`config.mk`:
```
export PLATFORM = sky130hd
export DESIGN_NAME = seg_scan_driver
export DESIGN_NICKNAME = d
export VERILOG_FILES = /design/src/rtl/seg_scan_driver.sv
export SDC_FILE = /design/constraint.sdc
export NUM_CORES = 1
export LEC_CHECK = 0
export ABC_AREA = 1
export BUFFER_PORTS_ARGS = -buffer_cell sky130_fd_sc_hd__buf_2
export CAP_MARGIN = 20
export CELL_PAD_IN_SITES_DETAIL_PLACEMENT = 0
export CELL_PAD_IN_SITES_GLOBAL_PLACEMENT = 1
export CORE_AREA = 2 2 106 108
export DETAILED_ROUTE_END_ITERATION = 7
export DIE_AREA = 0 0 108 110
export MAX_ROUTING_LAYER = met4
export PLACE_DENSITY_LB_ADDON = 0.05
export SLEW_MARGIN = 5
export SYNTH_ARGS = -nofsm -noshare
export SYNTH_HDL_FRONTEND = slang
export SYNTH_SLANG_ARGS = --single-unit
```
`constraint.sdc`:
```
create_clock -name clk -period 5 [get_ports clk]
set_input_delay 0.5 -clock clk [delete_from_list [all_inputs] [get_ports clk]]
set_output_delay 0.5 -clock clk [all_outputs]
set_load 0.01 [all_outputs]
```
`src/rtl/seg_scan_driver.sv`:
```
// seg_scan_driver: multiplexed DIGITS-wide hex display driver with double-buffered loads, PWM and blanking.
// Define SEG_LZB_EN to enable leading-zero blanking of digits above the most significant nonzero nibble.
module seg_scan_driver #(
   parameter int DIGITS         = 4,
   parameter int CLK_DIV        = 1000,
   parameter bit SEG_ACTIVE_LOW = 1,
   parameter bit AN_ACTIVE_LOW  = 1
) (
   input  logic                  clk,
   input  logic                  rst_n,
   input  logic                  load,
   input  logic [4*DIGITS-1:0]   value,
   input  logic [DIGITS-1:0]     dp_in,
   input  logic                  blank_in,
   input  logic [3:0]            brightness,
   output logic [6:0]            seg,
   output logic                  dp,
   output logic [DIGITS-1:0]     an,
   output logic                  pending,
   output logic                  frame_tick
);
   localparam int IW = DIGITS > 1 ? $clog2(DIGITS) : 1;
   localparam int DW = $clog2(CLK_DIV);
   localparam logic [6:0] TBL [16] = '{7'h3F, 7'h06, 7'h5B, 7'h4F, 7'h66, 7'h6D, 7'h7D, 7'h07,
                                       7'h7F, 7'h6F, 7'h77, 7'h7C, 7'h39, 7'h5E, 7'h79, 7'h71};
   logic [DW-1:0]         div_cnt;
   logic [IW-1:0]         idx;
   logic [3:0]            pwm_cnt;
   logic [4*DIGITS-1:0]   act_val, pend_val;
   logic [DIGITS-1:0]     act_dp, pend_dp;
   logic [3:0]            cur_nib;
   logic                  cur_dp, show, div_wrap, boundary, en;
`ifdef SEG_LZB_EN
   logic [IW-1:0]         msd;
`endif
   always_comb begin
      cur_nib = '0;
      cur_dp = 1'b0;
`ifdef SEG_LZB_EN
      msd = '0;
`endif
      for (int i = 0; i < DIGITS; i++) begin
         if (IW'(i) == idx) begin
            cur_nib = act_val[4*i +: 4];
            cur_dp = act_dp[i];
         end
`ifdef SEG_LZB_EN
         if (act_val[4*i +: 4] != 4'h0) msd = IW'(i);
`endif
      end
`ifdef SEG_LZB_EN
      show = idx <= msd;
`else
      show = 1'b1;
`endif
   end
   assign div_wrap = div_cnt == DW'(CLK_DIV - 1);
   assign boundary = div_wrap && idx == IW'(DIGITS - 1);
   // The div_cnt==0 cycle of each slot is the ghost gap that hides anode switching.
   assign en = div_cnt != '0 && pwm_cnt <= brightness && !blank_in && show;
   always_ff @(posedge clk) begin
      if (!rst_n) begin
         div_cnt <= '0;
         idx <= '0;
         pwm_cnt <= '0;
         act_val <= '0;
         act_dp <= '0;
         pend_val <= '0;
         pend_dp <= '0;
         pending <= 1'b0;
         frame_tick <= 1'b0;
         seg <= {7{SEG_ACTIVE_LOW}};
         dp <= SEG_ACTIVE_LOW;
         an <= {DIGITS{AN_ACTIVE_LOW}};
      end else begin
         div_cnt <= div_wrap ? '0 : div_cnt + 1'b1;
         if (div_wrap) idx <= boundary ? '0 : idx + 1'b1;
         pwm_cnt <= pwm_cnt + 4'd1;
         frame_tick <= boundary;
         if (boundary && pending) begin
            act_val <= pend_val;
            act_dp <= pend_dp;
         end
         if (load) begin
            pend_val <= value;
            pend_dp <= dp_in;
         end
         pending <= load ? 1'b1 : boundary ? 1'b0 : pending;
         seg <= TBL[cur_nib] ^ {7{SEG_ACTIVE_LOW}};
         dp <= (cur_dp & show) ^ SEG_ACTIVE_LOW;
         an <= (en ? DIGITS'(1) << idx : '0) ^ {DIGITS{AN_ACTIVE_LOW}};
      end
   end
endmodule

```
==> results of run 1 <==
[worst max-delay path: stages, from the launching register on]
cell and delay, ns:
dfxtp_1 0.40, ha_1 0.44, inv_2 0.12, o21ai_0 0.57, inv_1 0.18, ha_1 0.34, nand3_1 0.09, nand3_1 0.08
nand2_1 0.06, nand2_1 0.04
[cells by family (layout without fill, tap and decap cells)]
| logic type | count (synthesis) | in the layout | share of synthesized area, % |
|---|---|---|---|
| XOR/XNOR | 3 | 3 | 0.827 |
| AND/OR/NAND/NOR | 200 | 200 | 27.6 |
| flip-flops | 70 | 70 | 44.1 |
| adder cells (fa/ha/maj) | 18 | 18 | 7.09 |
| buffers and inverters | 72 | 112 | 9.73 |
| AO/OA/AOI/OAI | 65 | 65 | 10.6 |
[area by class of cell]
| class | instances | area, um2 |
|---|---|---|
| well taps | 140 | 175 |
| repair buffers | 43 | 228 |
| inverters | 53 | 199 |
| multi-input cells | 286 | 1470 |
| fillers | 1210 | 6980 |
| flip-flops and latches | 70 | 1400 |
| clock buffers | 13 | 159 |
| clock inverters | 3 | 90.1 |
[worst paths after layout]
| path | start | to | slack, ns |
|---|---|---|---|
| worst max-delay path | idx[0] | seg[3] | 2.54 |
| worst min-delay path | blank_in | an[2] | 0.42 |
| worst max register to register | idx[0] | seg[3] | 2.54 |
| worst min register to register | pend_dp[1] | pend_dp[1] | 0.46 |
[state kept, by name (all words and copies together), names as in the netlist, 2 cells and up]
register	cells
pwm_cnt	4
act_dp	4
act_val	16
seg	7
pend_val	16
pend_dp	4
idx	2
an	4
div_cnt	10
[metrics by stage]
stage | std cells | power (mW) | cell area, um2
3_5_place_dp | 591 | 0.672 | 3450
3_3_place_gp | 591 | 0.671 | 3450
2_1_floorplan | 428 | 0.645 | 3180
4_1_cts | 607 | 1.26 | 3700
5_1_grt | 608 | 1.30 | 3720
6_report | 608 | 1.23 | 3720
[per-layer routing]
metal	track usage [%]	vias to the layer above	wire, um
met5	-	-	0
met4	8.24	0	180
met3	2.47	12	303
met2	21.1	52	3070
met1	18.3	1176	3810
li1	-	1441	-
[cell usage in the layout (no fill, tap or decap), types with 7 or more instances in the layout]
cell	Yosys	layout
clkbuf_8	0	11
inv_1	48	48
ha_1	18	18
nand2_1	71	71
dfxtp_1	70	70
nand3_1	44	44
nor2_1	65	65
nand4_1	7	7
buf_2	4	41
a21oi_1	34	34
o21ai_0	24	24
[power by group]
part           internal (mW)  switching [mW]
registers              0.576          0.0111
logic                 0.0291          0.0422
clock network          0.359           0.214
total                  0.965           0.267
==> flow_metrics.py, run 1 <==
metrics = {
    "grt": {
        "grt_antenna_before_repair": 0,
        "gr-total-overflow": 0,
        "grt_max_degree": 42,
        "grt_pass1_wl_mm": 12.7,
        "grt_pass1_vias": 2545,
        "grt_use_total_pct": 14.2,
    },
    "sta": {
        "fin_ws_ns": 2.54,
        "setup_viol": 0,
        "fin_worst_skew_ns": 0.00665,
        "final_hold_viol_count": 0,
        "fin_crit_sh_pct": 49.1,
        "clock.fmax_ghz": 0.407,
        "worst_pin_slew_ns": 0.867,
        "relSlewSlack_pct": 42.1,
        "finalSetupTns_ns": 0,
        "slew_viol_final": 0,
        "period_minus_slack_ns": 2.46,
        "whs_ns": 0.419,
        "rsz0062_at_grt": "no",
    },
    "logic_synthesis": {
        "netlist_area_mm2": 0.00318,
        "synth_area_leader_cell": "dfxtp_1",
        "synth_seq_cells": 70,
        "ys_async_sr_fraction_pct": 0,
        "yosys-top-cells-count": "nand2_1 (71), dfxtp_1 (70), nor2_1 (65)",
        "synth_top_cell_area_share_pct": 44.1,
        "synthCells": 428,
        "yosysMostFrequentCell": "nand2_1",
        "synth_edf_count": 0,
        "synth_seq_area_share_pct": 44.1,
        "avgSynthCellArea_um2": 7.42,
        "synth_area_leaders": "dfxtp_1 (44%), nand2_1 (8.4%), nor2_1 (7.7%), ha_1 (7.1%), nand3_1 (6.9%)",
        "synth_cell_type_count": 31,
        "synthFlopType": "dfxtp_1",
        "ys_warn_count": 0,
        "synth_nets": 474,
    },
    "worst_setup_path": {
        "path_max_fanout": 10,
        "cp-end-kind": "flop",
        "cp.arrival_ns": 2.68,
        "crit_type": "reg2reg",
        "r2r_cells": 9,
        "start_kind": "flop",
        "required_ns": 5.23,
    },
    "routing": {
        "wl_per_cell_um": 12.1,
        "via_count": 2681,
        "drtIter0Drc": 54,
        "drt_first_pass_iters": 4,
        "remaining_drc_errors": 0,
        "detail-route-antenna-nets": 0,
        "routed_wl_mm": 7.37,
        "avgViaCountPerCell": 4.41,
    },
    "cells_and_area": {
        "drive_gt1_share_pct": 14.5,
        "nets": 509,
        "syn_to_final_growth_pct": 17.1,
        "antenna_cells": 0,
        "final_util_pct": 34.8,
    },
    "clock_network": {
        "clk_pin_slew_ns": 0.07,
        "insertion_delay_ns": 0.35,
        "cts_sinks": 70,
        "cts_buffer_depth": 2,
        "ctsResizeCount": 0,
        "cts_root_buffer": "clkbuf_8",
        "cts_tree": "yes",
        "cts_max_level": 3,
        "cts_buffers": 9,
        "cts_setup_buffers": 0,
        "cts-hold-fix-buffers": 0,
    },
    "floorplan": {
        "initial_utilization_pct": 29.7,
        "row_count": 38,
        "ioPinCount": 42,
        "die_h_um": 110,
        "dieArea_mm2": 0.0119,
        "die_w_um": 108,
        "core_area_mm2": 0.0107,
    },
    "pwr": {
        "vdd_drop_max_mv": 0.102,
        "p_per_area_mw_per_mm2": 331,
        "leakage_nw": 1.65,
    },
    "run": {
        "max_cap_viol_count": 0,
    },
    "place": {
        "place_congestion": 0.794,
        "dpl.hpwl_mm": 5.24,
        "portBuffers": 41,
        "post-place-ws_ns": 2.57,
    },
    "run_status": {
        "status": "complete, no violations",
    },
    "min_path": {
        "min_delay_path_depth": 3,
        "min_path_type": "in2reg",
    },
}
No activity file was read; power rests on OpenSTA's default activity.
==> run 2, diff against run 1 <==
--- a/config.mk
+++ b/config.mk
@@ -5,7 +5,7 @@
 export SDC_FILE = /design/constraint.sdc
 export NUM_CORES = 1
 export LEC_CHECK = 0
-export ABC_AREA = 1
+export ABC_AREA = 0
 export BUFFER_PORTS_ARGS = -buffer_cell sky130_fd_sc_hd__buf_2
 export CAP_MARGIN = 20
 export CELL_PAD_IN_SITES_DETAIL_PLACEMENT = 0
==> constraint.sdc (replaced) <==
create_clock -name clk -period 2.3 [get_ports clk]
set_input_delay 0.23 -clock clk [delete_from_list [all_inputs] [get_ports clk]]
set_output_delay 0.23 -clock clk [all_outputs]
set_load 0.01 [all_outputs]
==> run 2 against run 1 <==
Non-clock buffer count is 11 higher. Sequential power increased by 120%. First-iteration DRC count down 7.4%. Global-route usage decreased by 2.3 points. Final cell count is 15% lower.
==> flow_metrics.py, run 2 <==
metrics = {
    "run_status": {
        "status": "complete, no violations",
    },
    "pwr": {
        "leakage_nw": 1.71,
        "vdd_drop_max_mv": 0.441,
        "power.total_mw": 2.64,
        "p_per_area_mw_per_mm2": 687,
    },
    "sta": {
        "period_minus_slack_ns": 2.14,
        "worst_pin_slew_ns": 0.615,
        "rsz0062_at_grt": "no",
        "finalSetupTns_ns": 0,
        "whs_ns": 0.149,
        "slew_viol_final": 0,
        "relSlewSlack_pct": 59.0,
        "setup_viol": 0,
        "fin_worst_skew_ns": 0.0109,
        "fin_crit_sh_pct": 93.0,
        "final_hold_viol_count": 0,
        "clock.fmax_ghz": 0.467,
    },
    "routing": {
        "remaining_drc_errors": 0,
        "avgViaCountPerCell": 4.35,
        "detail-route-antenna-nets": 0,
        "routed_wl_mm": 6.44,
        "drt_first_pass_iters": 4,
        "drtIter0Drc": 50,
        "via_count": 2248,
        "wl_per_cell_um": 12.4,
    },
    "logic_synthesis": {
        "synth_cell_type_count": 44,
        "ys_warn_count": 0,
        "synthMuxAreaShare_pct": 13.3,
        "ys_async_sr_fraction_pct": 0,
        "yosys.area_share.adder_pct": 7.11,
        "synth_top_cell_area_share_pct": 44.2,
        "yosys-top-cells-count": "dfxtp_1 (70), nor2b_1 (48), mux2i_1 (42)",
        "synthSimpleGateAreaFrac_pct": 22.1,
        "synth_edf_count": 0,
        "netlist_area_mm2": 0.00317,
        "synth_area_leader_cell": "dfxtp_1",
        "synth_seq_area_share_pct": 44.2,
        "synth_area_leaders": "dfxtp_1 (44%), mux2i_1 (13%), nor2b_1 (9.5%), ha_1 (7.1%), nand2_1 (3.0%)",
        "synth_top_family_by_area": "simple AND/OR/NAND/NOR gates",
        "avgSynthCellArea_um2": 9.78,
        "synth-compound-area-share_pct": 6.52,
        "yosysMostFrequentCell": "dfxtp_1",
        "synth_xor_area_share_pct": 2.49,
        "synthFlopType": "dfxtp_1",
        "synth_seq_cells": 70,
        "synthCells": 324,
        "synth_nets": 370,
    },
    "worst_setup_path": {
        "start_kind": "flop",
        "path_max_fanout": 8,
        "cp.arrival_ns": 2.37,
        "crit_type": "reg2reg",
        "r2r_cells": 11,
        "required_ns": 2.53,
        "cp-end-kind": "flop",
    },
    "floorplan": {
        "die_h_um": 110,
        "core_area_mm2": 0.0107,
        "initial_utilization_pct": 29.6,
        "row_count": 38,
        "die_w_um": 108,
        "dieArea_mm2": 0.0119,
        "ioPinCount": 42,
    },
    "cells_and_area": {
        "drive_gt1_share_pct": 21.5,
        "final_cell_mix": "dfxtp_1 (68), nor2b_1 (47), mux2i_1 (42), buf_2 (41), nand2_1 (25)",
        "syn_to_final_growth_pct": 21.3,
        "layout_commonest_cell": "dfxtp_1",
        "antenna_cells": 0,
        "finalNonFillerCells": 517,
        "final_util_pct": 35.9,
        "nets": 418,
        "reg_top3": "act_val x16, pend_val x16, div_cnt x10",
    },
    "place": {
        "dpl.hpwl_mm": 4.67,
        "dp.cells": 500,
        "portBuffers": 41,
        "place_congestion": 0.762,
    },
    "grt": {
        "gr-total-overflow": 0,
        "grt_pass1_vias": 2169,
        "grt_use_total_pct": 11.9,
        "grt_max_degree": 37,
        "grt_pass1_wl_mm": 10.7,
        "grt_antenna_before_repair": 0,
    },
    "min_path": {
        "min_path_type": "in2reg",
        "min_delay_path_depth": 3,
    },
    "clock_network": {
        "cts_root_buffer": "clkbuf_8",
        "cts_sinks": 70,
        "cts_buffers": 9,
        "cts_tree": "yes",
        "cts_max_level": 3,
        "cts_buffer_depth": 2,
        "clk_pin_slew_ns": 0.08,
        "insertion_delay_ns": 0.34,
    },
    "run": {
        "max_cap_viol_count": 0,
    },
}
## run 2: cell types whose count changed after synthesis, moves of 32 or more
cell	change
nor2b_1	+48
nor2_1	-53
mux2i_1	+42
nand3_1	-38
nand2_1	-46
inv_1	-32
## run 2: logic make-up (layout without fill, tap and decap cells)
| family | Yosys count | after routing |
|---|---|---|
| simple gates | 124 | 124 |
| compound gates | 28 | 28 |
| buf+inv | 33 | 86 |
| fa+ha+maj | 18 | 18 |
| mux | 42 | 42 |
| xor+xnor | 9 | 9 |
| flops | 70 | 70 |
## run 2: final cells by class
type,count,area (um2)
inverters,16,60.1
flip-flops and latches,70,1400
clock buffers,11,141
fillers,1142,6850
multi-input cells,221,1640
well taps,140,175
repair buffers,54,315
clock inverters,5,106
## run 2: where the power goes
group / switching [mW] / internal, mW / total [mW]
logic: 0.0709 / 0.0800 / 0.151
registers: 0.0221 / 1.25 / 1.27
clock network: 0.465 / 0.753 / 1.22
total: 0.558 / 2.08 / 2.64
## run 2: worst paths after layout
path / end / startpoint / slack, ns
worst max-delay path: seg[1] / idx[1] / 0.16
worst max register to register: seg[1] / idx[1] / 0.16
worst min-delay path: pend_val[9] / value[9] / 0.15
worst min register to register: div_cnt[0] / div_cnt[0] / 0.46
## run 2: what timing repair did
item / CTS / global route
buffers inserted: 0 / 1
hold buffers: 0 / 0
resized for setup: 0 / 5
setup endpoints to repair: 0 / 6
## run 2: per-stage QoR
stage | instance area, um2 | worst slack, ns
detailed placement | 3570 | 0.0966
CTS | 3820 | 0.0705
finish | 3840 | 0.161
global placement | 3570 | 0.182
floorplan | 3170 | 0.0105
global route | 3840 | 0.0140
## run 2: layer usage
layer | share of wire [%] | vias to the layer above | wire length (um) | GRT usage, %
li1 | - | 1195 | - | -
met3 | 3.0 | 9 | 192 | 2.47
met5 | 0 | - | 0 | -
met4 | 1.2 | 0 | 80 | 5.49
met1 | 51 | 1008 | 3290 | 15.5
met2 | 45 | 36 | 2870 | 17.8
## run 2: worst max-delay path: stages (launching register included)
cell and delay (ns):
dfxtp_2 0.34, inv_1 0.07, ha_1 0.21, buf_4 0.17, a22oi_1 0.10, a221o_1 0.35
buf_4 0.15, buf_4 0.14, ha_1 0.17, nor2_1 0.10, a21oi_1 0.04, o221ai_1 0.21
==> run 3, diff against run 2 <==
--- a/config.mk
+++ b/config.mk
@@ -5,14 +5,13 @@
 export SDC_FILE = /design/constraint.sdc
 export NUM_CORES = 1
 export LEC_CHECK = 0
-export ABC_AREA = 0
 export BUFFER_PORTS_ARGS = -buffer_cell sky130_fd_sc_hd__buf_2
 export CAP_MARGIN = 20
 export CELL_PAD_IN_SITES_DETAIL_PLACEMENT = 0
 export CELL_PAD_IN_SITES_GLOBAL_PLACEMENT = 1
-export CORE_AREA = 2 2 106 108
+export CORE_AREA = 4 4 108 110
 export DETAILED_ROUTE_END_ITERATION = 7
-export DIE_AREA = 0 0 108 110
+export DIE_AREA = 0 0 112 114
 export MAX_ROUTING_LAYER = met4
 export PLACE_DENSITY_LB_ADDON = 0.05
 export SLEW_MARGIN = 5
==> run 3 against run 2 <==
Via count increased by 0.44%. Non-clock buffer count unchanged. Core utilization decreased by 0.60 points. Die area increased by 7.5%. Clock skew increased by 0.0030 ns. Critical path type unchanged.
==> flow_metrics.py, run 3 (same netlist as run 2, synthesis figures left out) <==
metrics = {
    "floorplan": {
        "core_area_mm2": 0.0107,
        "initial_utilization_pct": 29.6,
        "die_h_um": 114,
        "ioPinCount": 42,
        "dieArea_mm2": 0.0128,
        "row_count": 38,
        "die_w_um": 112,
    },
    "cells_and_area": {
        "reg_top3": "act_val x16, pend_val x16, div_cnt x10",
        "antenna_cells": 0,
        "nFillCells": 1124,
        "fin_area_mm2": 0.00378,
        "final_cell_mix": "dfxtp_1 (69), nor2b_1 (48), mux2i_1 (42), buf_2 (41), nand2_1 (25)",
        "syn_to_final_growth_pct": 19.3,
        "layout_commonest_cell": "dfxtp_1",
        "nets": 418,
        "drive_gt1_share_pct": 21.5,
    },
    "worst_setup_path": {
        "path_cells": "inv_1 -> ha_1 -> nor2b_1 -> a22oi_1 -> a221o_2 -> inv_1 -> ha_1 -> mux2i_1 -> and3_1 -> a41oi_1",
        "cp-end-kind": "flop",
        "start_kind": "flop",
        "required_ns": 2.55,
        "cp_slowest_cell": "dfxtp_1",
        "path_max_fanout": 5,
        "r2r-start": "idx[0]",
        "crit_type": "reg2reg",
        "critical_path.endpoint": "seg[3]",
        "cp.arrival_ns": 2.33,
        "timing.rr.end": "seg[3]",
        "r2r_setup_slack_ns": 0.22,
        "setup.worst_path.start": "idx[0]",
        "max_stage_delay_ns": 0.36,
        "r2r_cells": 10,
    },
    "min_path": {
        "min_path_type": "in2reg",
    },
    "place": {
        "placed_area_mm2": 0.00356,
        "place_congestion": 0.785,
        "dpl.hpwl_mm": 4.81,
        "portBuffers": 41,
        "post-place-ws_ns": 0.0821,
    },
    "pwr": {
        "leakage_nw": 1.68,
        "vdd_drop_max_mv": 0.256,
        "p_per_area_mw_per_mm2": 637,
    },
    "routing": {
        "routed_wl_mm": 6.58,
        "via_count": 2258,
        "remaining_drc_errors": 0,
        "detail-route-antenna-nets": 0,
        "avgViaCountPerCell": 4.37,
        "drt_first_pass_iters": 4,
        "wl_per_cell_um": 12.7,
        "drtIter0Drc": 73,
    },
    "grt": {
        "grt_pass1_vias": 2198,
        "grt_max_degree": 30,
        "grt_pass1_wl_mm": 10.7,
        "grt_antenna_before_repair": 0,
        "grt_use_total_pct": 10.9,
        "gr-total-overflow": 0,
    },
    "clock_network": {
        "cts_buffer_depth": 2,
        "cts_sinks": 70,
        "cts-hold-fix-buffers": 0,
        "cts_max_level": 3,
        "cts_tree": "yes",
        "insertion_delay_ns": 0.34,
        "clk_pin_slew_ns": 0.07,
        "cts_buffers": 9,
        "cts_root_buffer": "clkbuf_8",
    },
    "sta": {
        "relSlewSlack_pct": 58.2,
        "period_minus_slack_ns": 2.08,
        "final_hold_viol_count": 0,
        "clock.fmax_ghz": 0.480,
        "fin_crit_sh_pct": 90.5,
        "fin_worst_skew_ns": 0.0138,
        "setup_viol": 0,
        "slew_viol_final": 0,
        "worst_pin_slew_ns": 0.627,
        "finalSetupTns_ns": 0,
        "whs_ns": 0.148,
        "rsz0062_at_grt": "no",
        "fin_ws_ns": 0.219,
    },
    "run_status": {
        "status": "complete, no violations",
    },
    "run": {
        "max_cap_viol_count": 0,
    },
}
## run 3: how the worst min path moves through the flow
stage	startpoint	end	slack, ns	cells past startpoint
floorplan	blank_in	an[1]	0.33	2
global placement	div_cnt[0]	div_cnt[0]	0.44	1
detailed placement	div_cnt[0]	div_cnt[0]	0.45	1
CTS	value[1]	pend_val[1]	0.12	3
global route	value[9]	pend_val[9]	0.13	3
finish	value[7]	pend_val[7]	0.15	3
## run 3: power by group
group / internal [mW] / switching, mW / total [mW]
Combinational: 0.0785 / 0.0703 / 0.149
Sequential: 1.25 / 0.0227 / 1.27
Clock: 0.526 / 0.462 / 0.989
Total: 1.85 / 0.555 / 2.41
## run 3: worst max-delay path, delay by kind of cell, from the launching register on
family,cells,cell delay (ns)
AO/OA/AOI/OAI,3,0.61
adder cells (fa/ha/maj),2,0.39
flip-flops,1,0.36
AND/OR/NAND/NOR,2,0.35
buffers and inverters,2,0.20
multiplexers,1,0.08
## run 3: final cells by class
cell class                      instances  area [um2]  area share [%]
Inverter                               16        60.1            1.59
Clock buffer                           10         138            3.64
Timing Repair Buffer                   54         303            8.01
Tap cell                              140         175            4.63
Clock inverter                          6        61.3            1.62
Sequential cell                        70        1400            37.1
Multi-Input combinational cell        221        1640            43.4
## run 3: per-layer routing
metal	GRT usage [%]	share of wire, %	vias to the layer above
li1	-	-	1189
met1	13.8	48	1009
met2	16.5	45	49
met3	3.34	4.8	11
met4	4.01	1.6	0
met5	-	0	-
## run 3: timing repair
item                                    in CTS  in global routing
setup buffers                                0                  1
endpoints found under the setup margin       0                  5
resized for setup                            0                  4
## run 3: per-stage QoR
step           std cells  power [mW]  utilization [%]
2_1_floorplan        324        1.40                -
3_3_place_gp         500        1.45             33.3
3_5_place_dp         500        1.45             33.3
4_1_cts              516        2.47             35.2
5_1_grt              517        2.54             35.3
6_report             517        2.41             35.3
